`src/rtl/palette_bank_lut_if.sv`:
```
// Palette bus: write port, lookup request/response and fade controls.
interface palette_bank_lut_if #(
    parameter int IDX_W   = 5,
    parameter int BANK_W  = 2,
    parameter int COLOR_W = 4
);
    logic                   wr_en;
    logic [BANK_W-1:0]      wr_bank;
    logic [IDX_W-1:0]       wr_index;
    logic [3*COLOR_W-1:0]   wr_rgb;
    logic                   rd_valid_in;
    logic [BANK_W-1:0]      rd_bank;
    logic [IDX_W-1:0]       rd_index;
    logic                   rd_valid_out;
    logic [COLOR_W-1:0]     red;
    logic [COLOR_W-1:0]     green;
    logic [COLOR_W-1:0]     blue;
    logic                   transparent;
    logic                   frame_tick;
    logic                   fade_start;
    logic [4:0]             fade_target;
    logic                   fade_busy;
    logic                   init_busy;

    modport master (
        output wr_en, wr_bank, wr_index, wr_rgb,
        output rd_valid_in, rd_bank, rd_index,
        output frame_tick, fade_start, fade_target,
        input  rd_valid_out, red, green, blue, transparent, fade_busy, init_busy
    );

    modport slave (
        input  wr_en, wr_bank, wr_index, wr_rgb,
        input  rd_valid_in, rd_bank, rd_index,
        input  frame_tick, fade_start, fade_target,
        output rd_valid_out, red, green, blue, transparent, fade_busy, init_busy
    );
endinterface

```
`src/rtl/palette_bank_lut.sv`:
```
// Multi-bank writable palette with 2-stage lookup and frame-synchronous fade.
// Optional fade engine enabled by defining PALETTE_FADE_EN.
module palette_bank_lut #(
    parameter int IDX_W      = 5,
    parameter int BANK_W     = 2,
    parameter int COLOR_W    = 4,
    parameter int TRANSP_IDX = 0,
    parameter int FADE_DIV   = 4
) (
    input  logic               Clk,
    input  logic               Reset,
    palette_bank_lut_if.slave  bus
);
    localparam int ADDR_W = BANK_W + IDX_W;
    localparam int DEPTH  = 1 << ADDR_W;
    localparam int RGB_W  = 3 * COLOR_W;
    localparam int STAGES = 2;

    typedef enum logic {S_INIT, S_RUN} state_t;

    state_t              state, state_nxt;
    logic [ADDR_W-1:0]   clr_addr, clr_addr_nxt;
    logic                mem_we;
    logic [ADDR_W-1:0]   mem_waddr;
    logic [RGB_W-1:0]    mem_wdata;
    logic [RGB_W-1:0]    mem [DEPTH];

    logic [RGB_W-1:0]    s1_rgb;
    logic                s1_transp;
    logic [STAGES:1]     vld_pipe;
    logic                transp_q;
    logic [2:0][COLOR_W-1:0] s2_rgb;

    always_ff @(posedge Clk) begin
        if (Reset) begin
            state    <= S_INIT;
            clr_addr <= '0;
        end else begin
            state    <= state_nxt;
            clr_addr <= clr_addr_nxt;
        end
    end

    // The clear sweep owns the write port; user writes only land in RUN.
    always_comb begin
        state_nxt    = state;
        clr_addr_nxt = clr_addr;
        mem_we       = 1'b0;
        mem_waddr    = {bus.wr_bank, bus.wr_index};
        mem_wdata    = bus.wr_rgb;
        case (state)
            S_INIT: begin
                mem_we       = 1'b1;
                mem_waddr    = clr_addr;
                mem_wdata    = '0;
                clr_addr_nxt = clr_addr + 1'b1;
                if (clr_addr == ADDR_W'(DEPTH - 1))
                    state_nxt = S_RUN;
            end
            S_RUN:   mem_we = bus.wr_en;
            default: state_nxt = S_INIT;
        endcase
    end

    always_ff @(posedge Clk) begin
        if (mem_we && !Reset)
            mem[mem_waddr] <= mem_wdata;
    end

    // Registered read gives read-before-write on a same-address collision.
    always_ff @(posedge Clk) begin
        s1_rgb <= mem[{bus.rd_bank, bus.rd_index}];
    end

    always_ff @(posedge Clk) begin
        if (Reset) begin
            vld_pipe  <= '0;
            s1_transp <= 1'b0;
            transp_q  <= 1'b0;
        end else begin
            vld_pipe  <= {vld_pipe[STAGES-1:1], bus.rd_valid_in};
            s1_transp <= (bus.rd_index == IDX_W'(TRANSP_IDX));
            transp_q  <= s1_transp;
        end
    end

`ifdef PALETTE_FADE_EN
    localparam int CNT_W = (FADE_DIV > 1) ? $clog2(FADE_DIV) : 1;

    logic [4:0]       level, target;
    logic [CNT_W-1:0] fcnt;

    // Step uses the old target; a same-cycle fade_start lands afterwards.
    always_ff @(posedge Clk) begin
        if (Reset) begin
            level  <= 5'd16;
            target <= 5'd16;
            fcnt   <= '0;
        end else begin
            if (level == target) begin
                fcnt <= '0;
            end else if (bus.frame_tick) begin
                if (fcnt == CNT_W'(FADE_DIV - 1)) begin
                    fcnt  <= '0;
                    level <= (level < target) ? level + 1'b1 : level - 1'b1;
                end else begin
                    fcnt <= fcnt + 1'b1;
                end
            end
            if (bus.fade_start && state == S_RUN)
                target <= (bus.fade_target > 5'd16) ? 5'd16 : bus.fade_target;
        end
    end

    assign bus.fade_busy = (level != target);
`else
    logic unused_fade;
    assign unused_fade   = ^{bus.frame_tick, bus.fade_start, bus.fade_target, (FADE_DIV > 0)};
    assign bus.fade_busy = 1'b0;
`endif

    for (genvar ch = 0; ch < 3; ch++) begin : g_chan
        logic [COLOR_W-1:0] c;
        logic [COLOR_W-1:0] scaled;
        logic [COLOR_W-1:0] q;
        assign c = s1_rgb[ch*COLOR_W +: COLOR_W];
`ifdef PALETTE_FADE_EN
        logic [COLOR_W+4:0] prod;
        assign prod   = c * level;
        assign scaled = COLOR_W'(prod >> 4);
`else
        assign scaled = c;
`endif
        always_ff @(posedge Clk) begin
            if (Reset) q <= '0;
            else       q <= scaled;
        end
        assign s2_rgb[ch] = q;
    end

    assign bus.rd_valid_out = vld_pipe[STAGES];
    assign bus.red          = s2_rgb[2];
    assign bus.green        = s2_rgb[1];
    assign bus.blue         = s2_rgb[0];
    assign bus.transparent  = transp_q;
    assign bus.init_busy    = (state == S_INIT);
endmodule
```
`src/flat_wrapper.sv`:
```
// flat-port wrapper written by rule: the top's interface ports become plain ports
module palette_bank_lut_flat 
#(
    parameter int IDX_W      = 5,
    parameter int BANK_W     = 2,
    parameter int COLOR_W    = 4,
    parameter int TRANSP_IDX = 0,
    parameter int FADE_DIV   = 4
)
  (Clk, Reset, bus_wr_en, bus_wr_bank, bus_wr_index, bus_wr_rgb, bus_rd_valid_in, bus_rd_bank, bus_rd_index, bus_frame_tick, bus_fade_start, bus_fade_target, bus_rd_valid_out, bus_red, bus_green, bus_blue, bus_transparent, bus_fade_busy, bus_init_busy);
  palette_bank_lut_if #(.IDX_W(IDX_W), .BANK_W(BANK_W), .COLOR_W(COLOR_W)) bus_i ();
  input  logic Clk;
  input  logic Reset;
  input wire logic [$bits(bus_i.wr_en)-1:0] bus_wr_en;
  input wire logic [$bits(bus_i.wr_bank)-1:0] bus_wr_bank;
  input wire logic [$bits(bus_i.wr_index)-1:0] bus_wr_index;
  input wire logic [$bits(bus_i.wr_rgb)-1:0] bus_wr_rgb;
  input wire logic [$bits(bus_i.rd_valid_in)-1:0] bus_rd_valid_in;
  input wire logic [$bits(bus_i.rd_bank)-1:0] bus_rd_bank;
  input wire logic [$bits(bus_i.rd_index)-1:0] bus_rd_index;
  input wire logic [$bits(bus_i.frame_tick)-1:0] bus_frame_tick;
  input wire logic [$bits(bus_i.fade_start)-1:0] bus_fade_start;
  input wire logic [$bits(bus_i.fade_target)-1:0] bus_fade_target;
  output wire logic [$bits(bus_i.rd_valid_out)-1:0] bus_rd_valid_out;
  output wire logic [$bits(bus_i.red)-1:0] bus_red;
  output wire logic [$bits(bus_i.green)-1:0] bus_green;
  output wire logic [$bits(bus_i.blue)-1:0] bus_blue;
  output wire logic [$bits(bus_i.transparent)-1:0] bus_transparent;
  output wire logic [$bits(bus_i.fade_busy)-1:0] bus_fade_busy;
  output wire logic [$bits(bus_i.init_busy)-1:0] bus_init_busy;
  assign bus_i.wr_en = bus_wr_en;
  assign bus_i.wr_bank = bus_wr_bank;
  assign bus_i.wr_index = bus_wr_index;
  assign bus_i.wr_rgb = bus_wr_rgb;
  assign bus_i.rd_valid_in = bus_rd_valid_in;
  assign bus_i.rd_bank = bus_rd_bank;
  assign bus_i.rd_index = bus_rd_index;
  assign bus_i.frame_tick = bus_frame_tick;
  assign bus_i.fade_start = bus_fade_start;
  assign bus_i.fade_target = bus_fade_target;
  assign bus_rd_valid_out = bus_i.rd_valid_out;
  assign bus_red = bus_i.red;
  assign bus_green = bus_i.green;
  assign bus_blue = bus_i.blue;
  assign bus_transparent = bus_i.transparent;
  assign bus_fade_busy = bus_i.fade_busy;
  assign bus_init_busy = bus_i.init_busy;
  palette_bank_lut #(.IDX_W(IDX_W), .BANK_W(BANK_W), .COLOR_W(COLOR_W), .TRANSP_IDX(TRANSP_IDX), .FADE_DIV(FADE_DIV)) u_core (.Clk(Clk), .Reset(Reset), .bus(bus_i));
endmodule
```
`config.mk`:
```
export PLATFORM = sky130hd
export DESIGN_NAME = palette_bank_lut_flat
export DESIGN_NICKNAME = d
export VERILOG_FILES = /design/src/rtl/palette_bank_lut_if.sv /design/src/rtl/palette_bank_lut.sv /design/src/flat_wrapper.sv
export SDC_FILE = /design/constraint.sdc
export NUM_CORES = 1
export LEC_CHECK = 0
export BUFFER_PORTS_ARGS = -buffer_cell sky130_fd_sc_hd__buf_2
export CORE_AREA = 2 2 257 360
export CTS_BUF_LIST = sky130_fd_sc_hd__clkbuf_16
export DETAILED_ROUTE_END_ITERATION = 12
export DIE_AREA = 0 0 259 362
export HOLD_SLACK_MARGIN = 0.05
export PLACE_DENSITY = 0.83
export SYNTH_ARGS = -nofsm -noshare
export SYNTH_HDL_FRONTEND = slang
export SYNTH_SLANG_ARGS = --single-unit
```
`constraint.sdc`:
```
create_clock -name Clk -period 8.9 [get_ports Clk]
set_input_delay 0.445 -clock Clk [delete_from_list [all_inputs] [get_ports Clk]]
set_output_delay 0.445 -clock Clk [all_outputs]
set_load 0.005 [all_outputs]
```
After elaboration in Yosys (flattened, before gate mapping):

Memories as Yosys holds them, arrays and structs flattened. A register that Yosys moved wholly into a read port is not among the register bits.
Cells that the tools add are included.

* $lt $le $gt $ge: 0
* bitwise logic cells: 1
* shift operators: 0
* $add $sub $neg: 1
* $mul: 0
* eq/ne operators: 1
* divide/modulo/power cells: 0
* reductions and logical operators: 3
* mux-type cells: 7

Operator list (number)
* 12-bit two-way mux: 1
* 7-bit by 1-bit adder with 7-bit output, second input constant: 1
* 7-bit == test, second input constant: 1
* 7-bit two-way mux: 1
* 5-bit zero test: 1
* 1-bit two-way mux: 4
* 1-bit case mux with 2 select lines: 1
* 1-bit logical AND: 1
* 1-bit zero test: 1
* 1-bit NOT: 1

* bits in registers: 24
* logic and storage cells: 22
* input bits: 37
* memories: 1
* bits in read-only memories: 0
* latch bits: 0
* RAM bits: 1536

Memories
* u_core.mem: depth 128, bits a word 12, read ports 1, clocked after memory_dff 1, write ports 1, RTL line palette_bank_lut.sv:26 `logic [RGB_W-1:0] mem [DEPTH];`

Logic depth before layout (Yosys ltp):

* word-level depth: 5
* depth in mapped cells: 7
* depth with buffers taken out: 5

Least setup slack after synthesis:

No wires, ideal clock.

* path kind: flip-flop to flip-flop
* from: register u_core.state
* to: memory u_core.mem[0][10] (netlist bit), data pin
* arrival time: 3.068 ns
* period minus slack after synthesis: 3.602 ns
* setup time: 0.534 ns
* stages on the path, launching flop included: 6
* slack: 5.298 ns
* cell sequence: dfxtp_1 -> clkbuf_1 -> clkbuf_1 -> buf_1 -> clkbuf_1 -> and2_1

* word-level cells in the longest chain between the ends: 1

Ends and longest elaborated chain
* start, declared: RTL line palette_bank_lut.sv:21 `state_t state, state_nxt;`
* start signal, assigned: RTL line palette_bank_lut.sv:39 `state <= state_nxt;`
* 12-bit two-way mux: RTL line palette_bank_lut.sv:51 `case (state)`
* via u_core.mem_wdata[10]: RTL line palette_bank_lut.sv:25 `logic [RGB_W-1:0] mem_wdata;`
* end, declared: RTL line palette_bank_lut.sv:26

The timed path passes the listed nets, and every way through them passes these cells.

Worst setup path after layout:

* from: register u_core.state
* to: memory u_core.mem[97][4] (netlist bit) (enable)

* word-level cells in the longest chain between the ends: 5
* elaborated cells on any way between the ends: 6
* classes of those cells: mux (4); bitwise (1); reduce/logical (1)

Ends and longest elaborated chain
* 1-bit NOT: RTL line palette_bank_lut.sv:51
* 1-bit case mux with 2 select lines: RTL line palette_bank_lut.sv:51
* 1-bit logical AND: RTL line palette_bank_lut.sv:66 `if (mem_we && !Reset)`
* 1-bit two-way mux: RTL line palette_bank_lut.sv:66
* 1-bit two-way mux (not written as such): RTL line palette_bank_lut.sv:67 `mem[mem_waddr] <= mem_wdata;`

Several ways; a longest one is shown, not always the timed one.

==> impl_metrics.prom <==
# TYPE chip_impl_metric gauge
chip_impl_info{name="grt_setup_unrepaired",value="false"} 1
chip_impl_metric{name="first_global_vias",unit=""} 29153
chip_impl_info{name="cell_types_with_the_largest_area_share_after_synthesis",value="sky130_fd_sc_hd__edfxtp_1 77%, sky130_fd_sc_hd__mux4_2 19%, sky130_fd_sc_hd__dfxtp_1 1.2%, sky130_fd_sc_hd__nor2_1 0.86%, sky130_fd_sc_hd__clkbuf_1 0.47%"} 1
chip_impl_metric{name="timing.critical_path.fanout_max",unit=""} 35
chip_impl_metric{name="headroom_to_the_max_slew_limit",unit="%"} 5.75
chip_impl_info{name="post-synth-top-count-cell",value="sky130_fd_sc_hd__edfxtp_1"} 1
chip_impl_metric{name="drt_iter0_drc",unit=""} 4937
chip_impl_metric{name="grt_first_pass_wirelength",unit="microns"} 224000
chip_impl_metric{name="numCtsBuffers",unit=""} 137
chip_impl_metric{name="setup_tns",unit="ns"} 0
chip_impl_metric{name="p_clk_share",unit="%"} 42.5
chip_impl_metric{name="post_synth_instance_area",unit="sq um"} 60100
chip_impl_metric{name="required",unit="ns"} 9.26
chip_impl_metric{name="layout-drive-gt1-share",unit="%"} 31.2
chip_impl_metric{name="wirelength",unit="microns"} 157000
chip_impl_info{name="root_buffer",value="sky130_fd_sc_hd__clkbuf_16"} 1
chip_impl_metric{name="grt_util_met3",unit="%"} 6.84
chip_impl_metric{name="power.ir.vdd_worst",unit="mV"} 0.182
chip_impl_metric{name="post_cts_resized",unit=""} 0
chip_impl_metric{name="initial_core_util",unit="%"} 66.3
chip_impl_metric{name="gr-usage-met2",unit="%"} 56.0
chip_impl_info{name="worstSetupPathType",value="register to register"} 1
chip_impl_metric{name="globalRouteMet1Util",unit="%"} 47.2
chip_impl_info{name="grt-busiest-layer",value="met2"} 1
chip_impl_metric{name="grt_antenna_before_repair",unit=""} 8
chip_impl_metric{name="placer_congestion",unit=""} 0.847
chip_impl_metric{name="floorplan.core_area",unit="sq um"} 90600
chip_impl_metric{name="layout_min_cycle_time",unit="ns"} 3.65
chip_impl_metric{name="synth_top_area_share",unit="%"} 76.8
chip_impl_metric{name="fmax",unit="GHz"} 0.274
chip_impl_metric{name="synth_seq_area_share",unit="%"} 78.0
chip_impl_metric{name="num_vias",unit=""} 29350
chip_impl_info{name="crit_path_start_kind",value="register"} 1
chip_impl_metric{name="switching_power",unit="W"} 0.00294
chip_impl_metric{name="worst-path-buf-inv",unit=""} 1
chip_impl_metric{name="fin_nets",unit=""} 2620
chip_impl_metric{name="grt_start_max_net_pins",unit=""} 168
chip_impl_metric{name="cap_viol_max_count",unit=""} 0
chip_impl_info{name="crit_path_top_delay_cell",value="sky130_fd_sc_hd__nor2_1"} 1
chip_impl_metric{name="h_tree_level_count",unit=""} 4
chip_impl_metric{name="power.internal",unit="W"} 0.0116
chip_impl_metric{name="globalRoute.totalOverflow",unit=""} 0
chip_impl_metric{name="hold_buffers",unit=""} 1
chip_impl_metric{name="cts.path.max_buffers",unit=""} 3
chip_impl_metric{name="synth_fp_nets",unit=""} 2508
chip_impl_info{name="clock_tree_from_tritoncts",value="yes"} 1
chip_impl_metric{name="gate_count_post_synth",unit=""} 2470
chip_impl_metric{name="wl_per_cell",unit="microns"} 40.3
chip_impl_metric{name="slowest_delay",unit="ns"} 1.13
chip_impl_metric{name="signal_arrival_time_at_the_worst_endpoint",unit="ns"} 4.00
chip_impl_metric{name="power_per_cell_area",unit="nW/um^2"} 219
chip_impl_metric{name="layout-area-overhead-vs-synth",unit="%"} 10.5
chip_impl_metric{name="dr.pass1.iters",unit=""} 10
chip_impl_metric{name="syn_area_cell",unit="sq um"} 24.3
chip_impl_metric{name="synth-seq-cells",unit=""} 1572
chip_impl_metric{name="numClockSinks",unit=""} 1572
chip_impl_metric{name="timing.final.crit_share",unit="%"} 41.0
chip_impl_metric{name="io-pin-count",unit=""} 53
chip_impl_info{name="crit_family",value="simple AND/OR/NAND/NOR gates"} 1
chip_impl_metric{name="track_usage",unit="%"} 34.6
chip_impl_metric{name="worst_skew_pair.late_latency",unit="ns"} 0.76
chip_impl_metric{name="worst_slew_pin_slew",unit="ns"} 1.41
chip_impl_metric{name="post-cts-setup-buffers",unit=""} 0
chip_impl_metric{name="count_of_final_setup_violators",unit=""} 0
chip_impl_metric{name="port-buffer-count",unit=""} 44
chip_impl_metric{name="die_y",unit="microns"} 362
chip_impl_metric{name="post_synth_edffs",unit=""} 1536
chip_impl_metric{name="final_antenna_net_count",unit=""} 0
chip_impl_metric{name="placement_rows",unit=""} 131
chip_impl_metric{name="clock_skew",unit="ns"} 0.0241
chip_impl_metric{name="post-dp-hpwl",unit="microns"} 80800
chip_impl_metric{name="synth_warnings",unit=""} 0
chip_impl_info{name="synth_top_cell_by_area",value="sky130_fd_sc_hd__edfxtp_1"} 1
chip_impl_info{name="status",value="finished, final reports clean"} 1
chip_impl_metric{name="drc",unit=""} 0
chip_impl_metric{name="path_clk_slew",unit="ns"} 0.07
chip_impl_info{name="timing.critical_path.cells",value="buf_4 > nand2b_1 > o21ai_0 > nand3_1 > nor2_1"} 1
chip_impl_metric{name="pwr-share-seq",unit="%"} 55.0
chip_impl_metric{name="report.final.hold_viol_count",unit=""} 0
chip_impl_metric{name="fp.dieW",unit="microns"} 259
chip_impl_metric{name="post_synth_num_cell_types",unit=""} 33
chip_impl_metric{name="routed_via_density",unit=""} 7.56
chip_impl_metric{name="floorplan.die_area",unit="sq um"} 93800
chip_impl_metric{name="timing.final.max_slew_violations",unit=""} 0
chip_impl_metric{name="power_leakage",unit="nW"} 24.1
chip_impl_info{name="synth.cells.most_frequent",value="1536 x sky130_fd_sc_hd__edfxtp_1, 504 x sky130_fd_sc_hd__mux4_2, 138 x sky130_fd_sc_hd__nor2_1"} 1
chip_impl_info{name="synth_flop_cell",value="sky130_fd_sc_hd__edfxtp_1"} 1
chip_impl_metric{name="final.hold.worst_slack",unit="ns"} 0.202
chip_impl_metric{name="share_comb_of_total_power",unit="%"} 2.5
chip_impl_info{name="holdCritPathClass",value="input port to register"} 1
chip_impl_metric{name="synth-async-reset-ratio",unit="%"} 0
chip_impl_metric{name="switching_share",unit="%"} 20.2
chip_impl_info{name="end_kind",value="register"} 1
[power by group through the flow]
| stage | Sequential [W] | Combinational, W | Clock (W) |
|---|---|---|---|
| 3_3_place_gp | 0.00817 | 0.000351 | 0 |
| 4_1_cts | 0.00801 | 0.000368 | 0.00621 |
| 2_1_floorplan | 0.00817 | 0.000258 | 0 |
| 5_1_grt | 0.00801 | 0.000382 | 0.00643 |
| 3_5_place_dp | 0.00818 | 0.000360 | 0 |
| 6_report | 0.00801 | 0.000369 | 0.00619 |
[registers in the layout, summed over array words and instances, names as in the netlist]
signal,flops
u_core.clr_addr,7
u_core.s1_transp,1
u_core.mem,1536
u_core.bus.transparent,1
u_core.bus.green,4
u_core.bus.blue,4
u_core.state,1
u_core.vld_pipe,2
u_core.s1_rgb,12
u_core.bus.red,4
[layer usage]
metal | wire (microns) | vias up
met5 | 85 | -
met1 | 52700 | 15449
met4 | 7970 | 12
li1 | - | 10793
met3 | 16900 | 457
met2 | 79100 | 2639
[kinds of logic (layout without fill, tap and decap cells)]
| logic type | after synthesis | after routing | share of synthesized area [%] |
|---|---|---|---|
| muxes | 519 | 519 | 19.2 |
| adders and majority gates | 1 | 1 | 0.0208 |
| DFF | 1572 | 1572 | 78.0 |
| AOI/OAI and AO/OA | 16 | 16 | 0.185 |
| buffers and inverters | 138 | 352 | 1.01 |
| and+or+nand+nor | 218 | 218 | 1.56 |
| xor gates and xnor gates | 5 | 5 | 0.0729 |
| other | 1 | 3 | 0.00624 |
[layout make-up]
class,instances,area (sq um)
clock inverter,96,912
timing repair buffer,105,831
multi-input combinational,760,12700
clock buffer,145,3630
fill,4278,24200
sequential,1572,46800
tap,1197,1500
inverter,6,22.5
antenna,2,5.00
[cells in the final DEF (no fill, tap or decap), types with 3 or more instances in the layout]
cell type / count
sky130_fd_sc_hd__clkinv_2: 26
sky130_fd_sc_hd__nand3_1: 14
sky130_fd_sc_hd__dfxtp_1: 36
sky130_fd_sc_hd__buf_6: 6
sky130_fd_sc_hd__mux2_2: 13
sky130_fd_sc_hd__nor2_2: 4
sky130_fd_sc_hd__nand4_1: 3
sky130_fd_sc_hd__nor2b_1: 18
sky130_fd_sc_hd__clkbuf_16: 145
sky130_fd_sc_hd__buf_2: 40
sky130_fd_sc_hd__nand2_1: 25
sky130_fd_sc_hd__buf_4: 49
sky130_fd_sc_hd__bufinv_16: 18
sky130_fd_sc_hd__edfxtp_1: 1536
sky130_fd_sc_hd__clkinv_4: 4
sky130_fd_sc_hd__o21ai_0: 6
sky130_fd_sc_hd__mux4_2: 504
sky130_fd_sc_hd__and2_4: 12
sky130_fd_sc_hd__xnor2_1: 3
sky130_fd_sc_hd__buf_12: 5
sky130_fd_sc_hd__nor2_1: 134
sky130_fd_sc_hd__clkinvlp_4: 7
sky130_fd_sc_hd__clkinv_1: 23
sky130_fd_sc_hd__inv_1: 24
[stage by stage]
stage                     area [sq um]  power [W]  std cells  worst slack (ns)  utilization, %
final                            66400     0.0146       3883              5.25            73.3
after global routing             66400     0.0148       3881              5.17            73.3
after global placement           61800    0.00853       3634              4.73            68.1
after floorplan                  60100    0.00843       2470              5.30               -
after detailed placement         61800    0.00854       3634              4.69            68.1
after CTS                        66300     0.0146       3876              5.32            73.1
[final timing paths]
kind                      start                  to  slack (ns)  depth (start not counted)
max                u_core.state   u_core.mem[97][4]        5.25                          5
min              bus_rd_bank[0]    u_core.s1_rgb[5]        0.20                          2
max reg2reg        u_core.state   u_core.mem[97][4]        5.25                          5
min reg2reg  u_core.vld_pipe[1]  u_core.vld_pipe[2]        0.45                          1
No activity file was read; power rests on OpenSTA's default activity.
